$ cat src/rtl/uart_tx_arbiter.sv
`default_nettype none
// ============================================================================
// Module   : uart_tx_arbiter
// Brief    : Round-robin, packet-locked arbiter sharing one UART transmitter
//            among REQ_NUM byte streams, with a completion watchdog.
// Revision : 1.0 - initial release
// ============================================================================
module uart_tx_arbiter #(
  parameter int REQ_NUM = 4,
  parameter int TIMEOUT = 600_000
) (
  input  logic                   clk,
  input  logic                   rst,
  input  logic [REQ_NUM-1:0]     req_valid,
  input  logic [8*REQ_NUM-1:0]   req_data,
  input  logic [REQ_NUM-1:0]     req_last,
  output logic [REQ_NUM-1:0]     req_ready,
  output logic [REQ_NUM-1:0]     grant,
  output logic [7:0]             tx_data,
  output logic                   tx_start,
  input  logic                   tx_busy,
  input  logic                   tx_done,
  output logic                   timeout_err
);

  localparam int c_PTR_W = $clog2(REQ_NUM);
  localparam int c_SUM_W = c_PTR_W + 1;
  localparam int c_CNT_W = $clog2(TIMEOUT);
  localparam logic [c_CNT_W-1:0] c_CNT_LAST = c_CNT_W'(TIMEOUT - 1);
  localparam logic [c_PTR_W-1:0] c_PTR_RST  = c_PTR_W'(REQ_NUM - 1);
  localparam logic [REQ_NUM-1:0] c_ONE      = REQ_NUM'(1);

  typedef enum logic [1:0] {
    S_IDLE = 2'd0,
    S_SEND = 2'd1,
    S_WAIT = 2'd2,
    S_HOLD = 2'd3
  } state_t;

  state_t               r_state, w_state_nxt;
  logic [c_PTR_W-1:0]   r_ptr, w_ptr_nxt;
  logic                 r_last, w_last_nxt;
  logic [c_CNT_W-1:0]   r_cnt, w_cnt_nxt;
  logic [REQ_NUM-1:0]   r_grant, w_grant_nxt;
  logic [REQ_NUM-1:0]   r_ready, w_ready_nxt;
  logic [7:0]           r_data, w_data_nxt;
  logic                 r_start, w_start_nxt;
  logic                 r_timeout, w_timeout_nxt;

  logic [7:0]           w_bytes [REQ_NUM];
  logic [c_SUM_W-1:0]   w_sum;
  logic [c_PTR_W-1:0]   w_cand;
  logic [c_PTR_W-1:0]   w_win;
  logic                 w_any;
  logic [c_PTR_W-1:0]   w_sel;
  logic [REQ_NUM-1:0]   w_onehot;
  logic                 w_capture;

  for (genvar g = 0; g < REQ_NUM; g++) begin : g_bytes
    assign w_bytes[g] = req_data[8*g +: 8];
  end

  // First valid requester after the last winner, wrapping around.
  always_comb begin
    w_any  = 1'b0;
    w_win  = '0;
    w_sum  = '0;
    w_cand = '0;
    for (int i = 1; i <= REQ_NUM; i++) begin
      w_sum  = {1'b0, r_ptr} + c_SUM_W'(i);
      w_cand = (w_sum >= c_SUM_W'(REQ_NUM)) ? c_PTR_W'(w_sum - c_SUM_W'(REQ_NUM))
                                            : c_PTR_W'(w_sum);
      if (!w_any && req_valid[w_cand]) begin
        w_any = 1'b1;
        w_win = w_cand;
      end
    end
  end

  assign w_sel    = (r_state == S_HOLD) ? r_ptr : w_win;
  assign w_onehot = c_ONE << w_sel;

  always_comb begin
    w_state_nxt   = r_state;
    w_ptr_nxt     = r_ptr;
    w_last_nxt    = r_last;
    w_cnt_nxt     = r_cnt;
    w_grant_nxt   = r_grant;
    w_ready_nxt   = '0;
    w_data_nxt    = r_data;
    w_start_nxt   = 1'b0;
    w_timeout_nxt = 1'b0;
    w_capture     = 1'b0;
    case (r_state)
      S_IDLE: begin
        if (!tx_busy && w_any) begin
          w_capture   = 1'b1;
          w_grant_nxt = w_onehot;
          w_ptr_nxt   = w_win;
          w_state_nxt = S_SEND;
        end
      end
      S_SEND: begin
        w_start_nxt = 1'b1;
        w_cnt_nxt   = '0;
        w_state_nxt = S_WAIT;
      end
      S_WAIT: begin
        w_cnt_nxt = r_cnt + c_CNT_W'(1);
        // Completion takes priority over a coincident watchdog expiry.
        if (tx_done) begin
          if (r_last) begin
            w_grant_nxt = '0;
            w_state_nxt = S_IDLE;
          end else begin
            w_cnt_nxt   = '0;
            w_state_nxt = S_HOLD;
          end
        end else if (r_cnt == c_CNT_LAST) begin
          w_timeout_nxt = 1'b1;
          w_grant_nxt   = '0;
          w_state_nxt   = S_IDLE;
        end
      end
      S_HOLD: begin
        w_cnt_nxt = r_cnt + c_CNT_W'(1);
        if (req_valid[r_ptr] && !tx_busy) begin
          w_capture   = 1'b1;
          w_state_nxt = S_SEND;
        end else if (r_cnt == c_CNT_LAST) begin
          w_timeout_nxt = 1'b1;
          w_grant_nxt   = '0;
          w_state_nxt   = S_IDLE;
        end
      end
      default: w_state_nxt = S_IDLE;
    endcase
    if (w_capture) begin
      w_ready_nxt = w_onehot;
      w_data_nxt  = w_bytes[w_sel];
      w_last_nxt  = req_last[w_sel];
    end
  end

  always_ff @(posedge clk) begin
    if (rst) begin
      r_state   <= S_IDLE;
      r_ptr     <= c_PTR_RST;
      r_last    <= 1'b0;
      r_cnt     <= '0;
      r_grant   <= '0;
      r_ready   <= '0;
      r_data    <= 8'h00;
      r_start   <= 1'b0;
      r_timeout <= 1'b0;
    end else begin
      r_state   <= w_state_nxt;
      r_ptr     <= w_ptr_nxt;
      r_last    <= w_last_nxt;
      r_cnt     <= w_cnt_nxt;
      r_grant   <= w_grant_nxt;
      r_ready   <= w_ready_nxt;
      r_data    <= w_data_nxt;
      r_start   <= w_start_nxt;
      r_timeout <= w_timeout_nxt;
    end
  end

  assign req_ready   = r_ready;
  assign grant       = r_grant;
  assign tx_data     = r_data;
  assign tx_start    = r_start;
  assign timeout_err = r_timeout;

endmodule
`default_nettype wire

$ cat config.mk
export PLATFORM = sky130hd
export DESIGN_NAME = uart_tx_arbiter
export DESIGN_NICKNAME = d
export VERILOG_FILES = /design/src/rtl/uart_tx_arbiter.sv
export SDC_FILE = /design/constraint.sdc
export NUM_CORES = 1
export LEC_CHECK = 0
export CAP_MARGIN = 20
export CELL_PAD_IN_SITES_DETAIL_PLACEMENT = 1
export CELL_PAD_IN_SITES_GLOBAL_PLACEMENT = 2
export CORE_MARGIN = 8
export CORE_UTILIZATION = 28
export DETAILED_ROUTE_END_ITERATION = 10
export GPL_TIMING_DRIVEN = 0
export PLACE_DENSITY_LB_ADDON = 0.1
export SLEW_MARGIN = 10
export SYNTH_ARGS = -nofsm -noshare
export SYNTH_HDL_FRONTEND = slang
export SYNTH_SLANG_ARGS = --single-unit
export TNS_END_PERCENT = 30
$ cat constraint.sdc
create_clock -name clk -period 2.25 [get_ports clk]
set_input_delay 0.5625 -clock clk [delete_from_list [all_inputs] [get_ports clk]]
set_output_delay 0.5625 -clock clk [all_outputs]
set_load 0.02 [all_outputs]
==> results <==
==> per-stage QoR <==
step	cell area [um^2]	setup slack, ns
2_1_floorplan	2390	0.331
3_3_place_gp	3130	-0.650
3_5_place_dp	3130	-0.680
4_1_cts	3280	0.00822
5_1_grt	3310	0.00382
6_report	3310	0.185
==> cell usage after synthesis, types with 3 or more instances <==
| cell | number |
|---|---|
| dfxtp_1 | 43 |
| nor2_1 | 23 |
| a21boi_0 | 19 |
| a211oi_1 | 18 |
| nand3_1 | 16 |
| nand2_1 | 15 |
| clkbuf_1 | 12 |
| a21oi_1 | 11 |
| o21ai_0 | 11 |
| xor2_1 | 11 |
| nor3_1 | 10 |
| ha_1 | 6 |
| inv_1 | 6 |
| o31ai_2 | 6 |
| nor2b_1 | 5 |
| o31ai_1 | 5 |
| nand2b_1 | 4 |
| nand4_1 | 4 |
| o2bb2ai_1 | 4 |
| or3_1 | 4 |
| xnor2_1 | 4 |
| and4_1 | 3 |
| buf_6 | 3 |
==> registers in the layout, summed over array words and instances (netlist names) <==
register     count
grant            4
r_last           1
tx_start         1
timeout_err      1
r_ptr            2
r_state          2
r_cnt           20
req_ready        4
tx_data          8
==> worst max-delay path by stage <==
| stage | startpoint | endpoint | slack, ns |
|---|---|---|---|
| 6_report | req_valid[2] | tx_data[4] | 0.18 |
| 5_1_grt | r_state[1] | tx_data[0] | 0.004 |
| 3_5_place_dp | req_valid[1] | tx_data[4] | -0.68 |
| 3_3_place_gp | req_valid[1] | tx_data[2] | -0.65 |
| 4_1_cts | r_state[1] | r_cnt[19] | 0.008 |
| 2_1_floorplan | req_valid[1] | tx_data[1] | 0.33 |
==> timing repair <==
action,4_1_cts,5_1_grt
endpoints found under the hold margin,0,0
setup endpoints to repair,24,7
setup buffers,0,4
pin swaps,1,1
resized for setup,18,4
==> logic make-up after synthesis <==
group | after synthesis | synth area share, %
flip-flops | 43 | 36.0
AND/OR/NAND/NOR | 99 | 22.3
XOR/XNOR | 15 | 5.50
multiplexers | 2 | 1.52
buffers and inverters | 24 | 4.82
adder cells (fa/ha/maj) | 6 | 3.14
AO/OA/AOI/OAI | 86 | 26.8
==> power breakdown <==
group,switching (mW),internal (mW)
registers,0.0794,0.864
clock network,0.292,0.331
logic,0.609,0.496
total,0.980,1.69
==> cell type report <==
cell class / instances / area (um^2)
Clock inverter: 3 / 43.8
Timing Repair Buffer: 65 / 636
Sequential cell: 43 / 861
Fill cell: 969 / 4940
Multi-Input combinational cell: 208 / 1450
Clock buffer: 5 / 68.8
Buffer: 17 / 103
Inverter: 6 / 22.5
Tap cell: 105 / 131
==> metal layers <==
metal	vias up	GRT usage, %	wire length (um)	share of wire, %
li1	1148	-	-	-
met3	7	5.47	596	8.0
met4	0	4.40	97	1.3
met2	58	22.5	3560	48
met5	-	0	0	0
met1	1083	15.6	3230	43
==> results.sh <==
export IMPL_synth_flop_cell="dfxtp_1"
export IMPL_final_util_pct=40.1
export IMPL_row_count=33
export IMPL_syn2layout_area_growth_pct=38.6
export IMPL_ir_drop_uv=347
export IMPL_cpLargestDelayFamily="buffers and inverters"
export IMPL_crit_chain="dlygate4sd2_1 > mux4_1 > nand2_1 > a211o_1 > buf_6 > nand2b_4 > buf_6 > o31ai_2"
export IMPL_core_area_mm2=0.00826
export IMPL_ys_seq_area_share_pct=36.0
export IMPL_final_hold_violation_count=0
export IMPL_worstSetupEndpointType="flip-flop"
export IMPL_ctsLongestPathBuffers=2
export IMPL_netlist_area_mm2=0.00239
export IMPL_fin_cells=452
export IMPL_drtIter0Drc=53
export IMPL_grt_pass1_vias=2523
export IMPL_antennaDiodeCount=0
export IMPL_min_to="grant[1]"
export IMPL_hold_ws_ns=0.486
export IMPL_crit_arrival_ns=2.29
export IMPL_max_freq_ghz=0.484
export IMPL_worst_setup_path_type="input port to flip-flop"
export IMPL_antenna_found_initial=0
export IMPL_synth_enable_flop_cells=0
export IMPL_gr_usage_all_layers_pct=13.6
export IMPL_wire_per_inst_um=16.6
export IMPL_hpwl_mm=5.79
export IMPL_hold_start="grant[1]"
export IMPL_cp_depth=8
export IMPL_fp_dieW_um=108
export IMPL_r2r_start="r_state[1]"
export IMPL_syn_inst=275
export IMPL_start_util_pct=28.9
export IMPL_relSlewSlack_pct=65.1
export IMPL_num_vias=2296
export IMPL_report_final_slew_viol_count=0
export IMPL_dpl_cell_count=441
export IMPL_ys_async_sr_fraction_pct=0
export IMPL_pin_count=62
export IMPL_finalCriticalPeriod_ns=2.07
export IMPL_grt_setup_unrepaired="false"
export IMPL_p_leak_nw=1.17
export IMPL_setup_violations=0
export IMPL_reg2reg_depth=8
export IMPL_firstDrtPassIters=4
export IMPL_final_common_cell="clkdlybuf4s50_1"
export IMPL_critPathLaunchType="input port"
export IMPL_hold_buffers=0
export IMPL_grt_first_pass_wirelength_mm=12.8
export IMPL_reg2reg_slack_ns=0.22
export IMPL_fin_nets=396
export IMPL_synth_seq_cells=43
export IMPL_synth_area_leaders="dfxtp_1, a21boi_0, a211oi_1, xor2_1, nor2_1"
export IMPL_crit_path_frequent_cell="buf_6"
export IMPL_clock_skew_ns=0.0120
export IMPL_hold_class="flip-flop to flip-flop"
export IMPL_cap_violations=0
export IMPL_mappedNetlistNets=325
export IMPL_max_slew_worst_pin_slew_ns=0.523
export IMPL_crit_buf_inv=3
export IMPL_cpMaxStageDelayCell="dlygate4sd2_1"
export IMPL_cp_slowest_stage_delay_ns=0.38
export IMPL_port_buffers=61
export IMPL_post_route_drc_count=0
export IMPL_htreeDepth=2
export IMPL_status="completed"
export IMPL_cts_tree="built"
export IMPL_synth_top_cell_by_area="dfxtp_1"
export IMPL_totalWireLength_mm=7.49
export IMPL_globalRouteOverflowTotal=0
export IMPL_gp_congestion=0.765
export IMPL_cts_made_buffers=5
export IMPL_period_share_pct=91.8
export IMPL_p_per_area_mw_per_mm2=806
export IMPL_cts_root_buf="clkbuf_8"
export IMPL_critPathMaxFanout=10
export IMPL_ant_nets=0
export IMPL_synth_cell_types=50
export IMPL_drive_gt1_share_pct=11.8
export IMPL_grt_max_degree=15
export IMPL_timing_rr_end="r_cnt[16]"
export IMPL_fp_dieArea_mm2=0.0117
export IMPL_die_y_um=108
export IMPL_hold_depth=1
export IMPL_synth_avg_cell_area_um2=8.69
export IMPL_avgViaCountPerCell=5.08
export IMPL_power_mw=2.67
export IMPL_yosysTopAreaCellShare_pct=36.0
export IMPL_critical_path_required_ns=2.48
export IMPL_tns_ns=0
export IMPL_clock_latency_ns=0.31
export IMPL_synth_warning_count=0
export IMPL_clk_transition_reported_paths_ns=0.10
export IMPL_cts_sinks=43
export IMPL_layout_common_cells="clkdlybuf4s50_1, dfxtp_1, nor2_1"
(Power assumes the default switching activity.)
